## src/rtl/sha256_msg_padder_if.sv

```systemverilog
// Padded-word stream from the message padder to the compression stage.
// master = padder (drives words), slave = consumer (drives out_ready).
interface sha256_msg_padder_if;
  logic [31:0] out_data;
  logic        out_valid;
  logic        out_ready;
  logic [3:0]  out_index;
  logic        out_last;

  modport master (
    output out_data,
    output out_valid,
    output out_index,
    output out_last,
    input  out_ready
  );

  modport slave (
    input  out_data,
    input  out_valid,
    input  out_index,
    input  out_last,
    output out_ready
  );
endinterface

```

## src/rtl/sha256_msg_padder.sv

```systemverilog
// SHA-256 message padder: reads a byte-length message from word memory and
// streams the padded message (0x80, zero fill, 64-bit bit length) as 32-bit
// big-endian words, 16 per 512-bit block, over a valid/ready handshake.
module sha256_msg_padder #(
  parameter int ADDR_W = 16
) (
  input  logic              clk,
  input  logic              reset_n,
  input  logic              start,
  input  logic [31:0]       message_addr,
  input  logic [31:0]       size,
  output logic [ADDR_W-1:0] mem_addr,
  output logic              mem_we,
  input  logic [31:0]       mem_read_data,
  output logic              busy,
  output logic              done,
  sha256_msg_padder_if.master st
);

  typedef enum logic [2:0] {S_IDLE, S_FETCH, S_WAIT, S_OUT, S_DONE} state_t;

  state_t            state;
  logic [ADDR_W-1:0] base_r;
  logic [31:0]       size_r;
  logic [31:0]       last_g;   // index of the final word (total - 1)
  logic [31:0]       g;        // global word counter
  logic [31:0]       g_nxt;
  logic [31:0]       start_last;
  logic [31:0]       data_r;
  logic              valid_r;
  logic [3:0]        index_r;
  logic              last_r;
  logic              unused_addr_hi;

  // Index of the final padded word for a message of sz bytes.
  function automatic logic [31:0] block_last(input logic [31:0] sz);
    logic [31:0] nblk;
    nblk = ((sz + 32'd8) >> 6) + 32'd1;
    return (nblk << 4) - 32'd1;
  endfunction

  // A word needs a memory read when it holds at least one message byte.
  function automatic logic need_mem(input logic [31:0] idx, input logic [31:0] sz);
    return (idx < (sz >> 2)) || ((idx == (sz >> 2)) && (sz[1:0] != 2'd0));
  endfunction

  // Words that carry no message bytes: the lone 0x80 marker word, the two
  // length words, or zero fill. Only called when need_mem() is false, so
  // idx == full here implies the message ended on a word boundary.
  function automatic logic [31:0] gen_word(input logic [31:0] idx,
                                           input logic [31:0] sz,
                                           input logic [31:0] lastg);
    logic [31:0] w;
    w = 32'h0000_0000;
    if (idx == lastg)
      w = sz << 3;
    else if (idx == lastg - 32'd1)
      w = {29'd0, sz[31:29]};
    else if (idx == (sz >> 2))
      w = 32'h8000_0000;
    return w;
  endfunction

  // The partial tail word keeps its leading message bytes, then 0x80, then zeros.
  function automatic logic [31:0] mask_word(input logic [31:0] d,
                                            input logic [31:0] idx,
                                            input logic [31:0] sz);
    logic [31:0] w;
    w = d;
    if (idx == (sz >> 2)) begin
      case (sz[1:0])
        2'd1:    w = {d[31:24], 8'h80, 16'h0000};
        2'd2:    w = {d[31:16], 8'h80, 8'h00};
        2'd3:    w = {d[31:8], 8'h80};
        default: w = d;
      endcase
    end
    return w;
  endfunction

  assign g_nxt      = g + 32'd1;
  assign start_last = block_last(size);

  // Address bits above ADDR_W are ignored by design.
  assign unused_addr_hi = ^message_addr[31:ADDR_W];

  assign mem_we       = 1'b0;
  assign st.out_data  = data_r;
  assign st.out_valid = valid_r;
  assign st.out_index = index_r;
  assign st.out_last  = last_r;

  // Word sequencer: fetch or generate one word at a time, hold it until accepted.
  always_ff @(posedge clk) begin
    if (!reset_n) begin
      state    <= S_IDLE;
      base_r   <= '0;
      size_r   <= '0;
      last_g   <= '0;
      g        <= '0;
      mem_addr <= '0;
      data_r   <= '0;
      valid_r  <= 1'b0;
      index_r  <= '0;
      last_r   <= 1'b0;
      busy     <= 1'b0;
      done     <= 1'b0;
    end else begin
      case (state)
        S_IDLE: begin
          done <= 1'b0;
          if (start) begin
            base_r  <= message_addr[ADDR_W-1:0];
            size_r  <= size;
            last_g  <= start_last;
            g       <= '0;
            index_r <= '0;
            busy    <= 1'b1;
            if (need_mem(32'd0, size)) begin
              mem_addr <= message_addr[ADDR_W-1:0];
              state    <= S_FETCH;
            end else begin
              // Empty message: word 0 is the 0x80 marker, valid next cycle.
              data_r  <= gen_word(32'd0, size, start_last);
              valid_r <= 1'b1;
              last_r  <= 1'b0;
              state   <= S_OUT;
            end
          end
        end

        S_FETCH: begin
          // Address was presented this cycle; data arrives next cycle.
          mem_addr <= '0;
          state    <= S_WAIT;
        end

        S_WAIT: begin
          data_r  <= mask_word(mem_read_data, g, size_r);
          valid_r <= 1'b1;
          last_r  <= (g == last_g);
          state   <= S_OUT;
        end

        S_OUT: begin
          if (st.out_ready) begin
            if (g == last_g) begin
              valid_r <= 1'b0;
              last_r  <= 1'b0;
              busy    <= 1'b0;
              done    <= 1'b1;
              state   <= S_DONE;
            end else begin
              g       <= g_nxt;
              index_r <= g_nxt[3:0];
              if (need_mem(g_nxt, size_r)) begin
                valid_r  <= 1'b0;
                last_r   <= 1'b0;
                mem_addr <= base_r + g_nxt[ADDR_W-1:0];
                state    <= S_FETCH;
              end else begin
                // Generated words stream back-to-back without leaving OUT.
                data_r <= gen_word(g_nxt, size_r, last_g);
                last_r <= (g_nxt == last_g);
              end
            end
          end
        end

        S_DONE: begin
          done  <= 1'b0;
          state <= S_IDLE;
        end

        default: state <= S_IDLE;
      endcase
    end
  end

  // A stalled word must stay put until the consumer takes it.
  a_hold: assert property (@(posedge clk) disable iff (!reset_n)
    (valid_r && !st.out_ready) |=> (valid_r && $stable(data_r) &&
                                    $stable(index_r) && $stable(last_r)));

  // The read port is idle except while a fetch is in flight.
  a_addr_idle: assert property (@(posedge clk) disable iff (!reset_n)
    (state != S_FETCH) |-> (mem_addr == '0));

endmodule
```

## src/flat_wrapper.sv

```systemverilog
// flat-port wrapper written by rule: the top's interface ports become plain ports
module sha256_msg_padder_flat 
#(
  parameter int ADDR_W = 16
)
  (clk, reset_n, start, message_addr, size, mem_addr, mem_we, mem_read_data, busy, done, st_out_data, st_out_valid, st_out_index, st_out_last, st_out_ready);
  sha256_msg_padder_if st_i ();
  input  logic clk;
  input  logic reset_n;
  input  logic start;
  input  logic [31:0] message_addr;
  input  logic [31:0] size;
  output logic [ADDR_W-1:0] mem_addr;
  output logic mem_we;
  input  logic [31:0] mem_read_data;
  output logic busy;
  output logic done;
  output wire logic [$bits(st_i.out_data)-1:0] st_out_data;
  output wire logic [$bits(st_i.out_valid)-1:0] st_out_valid;
  output wire logic [$bits(st_i.out_index)-1:0] st_out_index;
  output wire logic [$bits(st_i.out_last)-1:0] st_out_last;
  input wire logic [$bits(st_i.out_ready)-1:0] st_out_ready;
  assign st_out_data = st_i.out_data;
  assign st_out_valid = st_i.out_valid;
  assign st_out_index = st_i.out_index;
  assign st_out_last = st_i.out_last;
  assign st_i.out_ready = st_out_ready;
  sha256_msg_padder #(.ADDR_W(ADDR_W)) u_core (.clk(clk), .reset_n(reset_n), .start(start), .message_addr(message_addr), .size(size), .mem_addr(mem_addr), .mem_we(mem_we), .mem_read_data(mem_read_data), .busy(busy), .done(done), .st(st_i));
endmodule
```

## config.mk

```make
export PLATFORM = sky130hd
export DESIGN_NAME = sha256_msg_padder_flat
export DESIGN_NICKNAME = d
export VERILOG_FILES = /design/src/rtl/sha256_msg_padder_if.sv /design/src/rtl/sha256_msg_padder.sv /design/src/flat_wrapper.sv
export SDC_FILE = /design/constraint.sdc
export NUM_CORES = 1
export LEC_CHECK = 0
export ABC_CLOCK_PERIOD_IN_PS = 4500
export BUFFER_PORTS_ARGS = -buffer_cell sky130_fd_sc_hd__buf_2
export CAP_MARGIN = 20
export CORE_AREA = 2 2 172 174
export CTS_CLUSTER_DIAMETER = 200
export DETAILED_ROUTE_END_ITERATION = 8
export DIE_AREA = 0 0 174 176
export MAX_ROUTING_LAYER = met4
export PLACE_DENSITY_LB_ADDON = 0.12
export SETUP_SLACK_MARGIN = 0.4
export SLEW_MARGIN = 20
export SYNTH_ARGS = -nofsm -noshare
export SYNTH_HDL_FRONTEND = slang
export SYNTH_SLANG_ARGS = --single-unit
```

## constraint.sdc

```tcl
create_clock -name clk -period 4.5 [get_ports clk]
set_input_delay 0.9 -clock clk [delete_from_list [all_inputs] [get_ports clk]]
set_output_delay 0.9 -clock clk [all_outputs]
set_load 0.03 [all_outputs]
```

# == Word-level counts from Yosys, hierarchy flattened ==
# Index checks and enable logic that the tools add are counted.
# word_totals
in_bits,100
out_inout_bits,57
ff_bits,171
# op_classes
n_mux,53
order_cmp,2
add_sub_neg,7
n_eq_ne,21
reduce_logical,24
# ops
cell,count
32-bit two-way mux,14
32-bit == test,3
32-bit zero test,3
32-bit case mux with 3 select lines,1
"32-bit by 1-bit subtractor with 32-bit output, second input constant",3
16-bit two-way mux,5
24-bit case mux with 3 select lines,1
32-bit by 30-bit == test with 1-bit output,2
32-bit case mux with 2 select lines,1
16-bit case mux with 3 select lines,1
"32-bit by 1-bit adder with 32-bit output, second input constant",1
"32-bit by 4-bit adder with 32-bit output, second input constant",1
32-bit by 30-bit less-than comparator with 1-bit output,1
"1-bit by 30-bit less-than comparator with 1-bit output, first input constant",1
"26-bit by 1-bit adder with 27-bit output, second input constant",1
24-bit two-way mux,1
16-bit adder,1
1-bit two-way mux,15
3-bit two-way mux,4
4-bit two-way mux,3
3-bit case mux with 4 select lines,1
4-bit AND reduction,3
6-bit AND reduction,2
"2-bit != test, second input constant",5
20 further kinds,33

# == Longest topological paths before layout ==
# depth
word_depth,10
ltp_mapped,20
ltp_nobuf,17

# == Worst setup path after synthesis ==
# Ideal clock, no wire load.
# synth_path
kind,reg-to-reg
startpoint,register u_core.st.out_index[0] (netlist name)
endpoint,register u_core.data_r[12] (netlist: u_core.st.out_data[12])
path_stages_with_launch,21
path_slack_ps,227
n_path_buf,3
arrival_ps,4202
t_required_ps,4429
synth_period_minus_slack_ps,4273
path_cell_list,dfxtp_1 -> ha_1 -> buf_2 -> nand3_1 -> nor3_1 -> nand2_1 -> nor2_1 -> xnor2_1 -> ha_1 -> a21o_1 -> a21o_1 -> a211o_1 -> a21oi_1 -> o21ai_0 -> a22oi_1 -> a21oi_1 -> o311ai_2 -> and2_1 -> clkbuf_1 -> clkbuf_1 -> o2bb2ai_1
# synth_lines
element,line_no,rtl
to (signal assigned),sha256_msg_padder.sv:124,"data_r <= gen_word(32'd0, size, start_last);"
to (signal assigned),sha256_msg_padder.sv:139,"data_r <= mask_word(mem_read_data, g, size_r);"
to (signal assigned),sha256_msg_padder.sv:163,"data_r <= gen_word(g_nxt, size_r, last_g);"
to (decl),sha256_msg_padder.sv:29,logic [31:0] data_r;

==> metrics.cfg <==
[synth]
synthArstFlopShare_pct=0
yosys-top-cells-area=dfxtp_1 (25%), xnor2_1 (6.3%), xor2_1 (6.3%), nand2_1 (5.7%), a21oi_1 (5.2%)
yosysUniqueCellTypes=93
yosysWarnings=0
yosysTopAreaCellShare_pct=25.26
synth_fp_nets=1880
syn-cell-area_sq_um=13000
yosysMostFrequentCell=nand2_1
synth_edf_count=0
yosysSeqAreaShare_pct=25.26
synth_top_flop_cell=dfxtp_1
synth_top_area_cell=dfxtp_1
synth.avg_cell_area_sq_um=7.513
ys_seq_elements=164
synth_common_cells=nand2_1 (198), dfxtp_1 (164), a21oi_1 (135)
syn_inst=1730

[clock_network]
ctsRootBufferMaster=clkbuf_16
cts_made_buffers=17
clock-sinks=164
cts.clk_slew.worst_paths_ns=0.07
clk_path_buf_depth=2
clk_latency_ns=0.45
tritoncts=yes
cts_max_level=4

[timing]
finalMaxSlewViolations=0
finalSetupViolCount=0
final_hold_viol_count=0
rsz0062_at_grt=false
min_period_over_period_pct=86.52
worst_pin_slew_ns=0.9615
fmax_mhz=256.9
max_slew_margin_pct=35.90
hold_slack_ns=0.4615
fin_tns_setup_ns=0
min_period_ns=3.893
fin_ws_ns=0.6068
fin_skew_ns=0.02000

[finish]
area_delta_synth_final_pct=20.48
nets=2043
drive_above_1_share_pct=21.35
num-fill-cells=2833
finalNonFillerCells=2291
seq_area_sq_um=3307
fin_util_pct=54.85
stdcell_area_sq_um=15660
multi_input_area_sq_um=9184

[grt]
grt_pass1_wl_mm=77.21
antenna_found_initial=1
grt_max_degree=73
grt_pass1_vias=13000
grt_usage_pct=33.84
overflow=0

[critical_path]
cp.required_ns=4.88
path_max_fanout=14
worst_ep_arrival_time_ns=4.27
r2r_cells=18
crit_type=register to register
worstSetupStartpointType=register
endpoint_kind=register

[place]
place_hpwl_mm=39.63
dpl_cell_area_sq_um=14640
place_inst=2240
place_ws_ns=0.1396
place_congestion=1.038
numPortBuffers=139

[drt]
vias=13780
drc=0
ant_nets=0
wl_per_cell_um=22.60
routed_wl_mm=51.78
dr.pass1.iters=6
vias_per_cell=6.016
first_iter_violations=1209

[floorplan]
die_x_um=174
ios=157
die_h_um=176
core_area_sq_um=28550
fp-row-count=62
dieArea_sq_um=30620
initial_core_util_pct=45.53

[power]
p_leak_nw=6.642
netSwitchingFraction_pct=37.95
total_power_mw=4.684
power.switching_mw=1.778
clock_power_share_pct=31.6
p_seq_share_pct=37.3
combPwrFrac_pct=31.2
p_int_mw=2.907
power_density_nw_per_um2=299.2
irDropWorstVdd_v=0.0002743

[status]
status=finished clean

[flow_run]
maxCapViolCount=0

[min_path]
hold_path_class=register to register
holdPathStages=2

power groups by stage:
stage	registers (mW)	logic, mW	clock network [mW]
after floorplan	1.79	0.860	0
after global placement	1.77	1.37	0
after detailed placement	1.77	1.38	0
after CTS	1.74	1.40	1.50
after global routing	1.75	1.58	1.55
final	1.75	1.46	1.48
layout make-up:
type	count	area share, %
Clock buffer	18	2.741
Inverter	58	1.406
Sequential cell	164	21.12
Multi-Input combinational cell	1372	58.65
Antenna cell	1	0.01598
Tap cell	384	3.068
Timing Repair Buffer	280	12.08
Clock inverter	14	0.9189
kinds of logic after synthesis:
family	after synthesis	share of synthesized area (%)
and+or+nand+nor	712	28.75
AOI/OAI and AO/OA	401	20.07
xor gates and xnor gates	197	14.11
buffers and inverters	194	6.026
DFF	164	25.26
adders and majority gates	51	4.948
muxes	10	0.7990
other	1	0.02885
metal layers:
layer  GRT usage (%)  vias up  wire length [um]
met5               -        -                 0
met4           13.31        0              1929
met3           4.177      112              3401
met2           54.71      492             23980
met1           43.25     6642             22480
li1                -     6536                 -
sequential cells by signal, indices dropped and copies added (netlist names):
signal / flops
u_core.base_r: 16
u_core.busy: 1
u_core.done: 1
u_core.g: 29
u_core.last_g: 29
u_core.mem_addr: 16
u_core.size_r: 32
u_core.st.out_data: 32
u_core.st.out_index: 3
u_core.st.out_last: 1
u_core.st.out_valid: 1
u_core.state: 3
path summary, 6_finish.rpt:
check	from	slack [ns]	to
worst max-delay path	u_core.st.out_index[1]	0.61	u_core.st.out_data[9]
worst min-delay path	u_core.base_r[5]	0.46	u_core.base_r[5]
worst max register to register	u_core.st.out_index[1]	0.61	u_core.st.out_data[9]
worst min register to register	u_core.base_r[5]	0.46	u_core.base_r[5]
worst max-delay path, cell delays in order (launching register included):
cell	delay, ns
dfxtp_4	0.38
and4_4	0.27
nand4_1	0.20
buf_4	0.21
nor3_2	0.30
xor2_1	0.13
ha_1	0.31
nand4_1	0.21
nor2_2	0.21
nand4_1	0.16
nor2_1	0.12
a221oi_1	0.08
a21oi_1	0.15
buf_4	0.19
o311ai_4	0.10
buf_12	0.18
or2_2	0.32
buf_12	0.16
o2bb2ai_1	0.12
what timing repair did:
action | CTS | global route
endpoints found under the setup margin | 48 | 52
hold buffers | 0 | 0
setup buffers | 3 | 13
gates resized for setup | 15 | 50
pin swaps | 3 | 21
gates cloned | 0 | 2
layout by cell type (no fill, tap or decap), types with 9 or more instances in the layout:
cell	n
a211oi_1	19
a21o_1	22
a21oi_1	133
a221oi_1	19
a22oi_1	28
a31oi_1	12
and2_1	15
and3_1	15
buf_2	139
buf_4	130
clkbuf_16	19
dfxtp_1	155
ha_1	48
inv_1	57
nand2_1	196
nand2b_1	9
nand3_1	57
nand3b_1	16
nand4_1	38
nor2_1	119
nor2b_1	24
nor3_1	64
nor4_1	39
o21ai_0	63
o2bb2ai_1	15
or2_2	9
or3_1	27
xnor2_1	91
xor2_1	93
(Power assumes the default switching activity.)
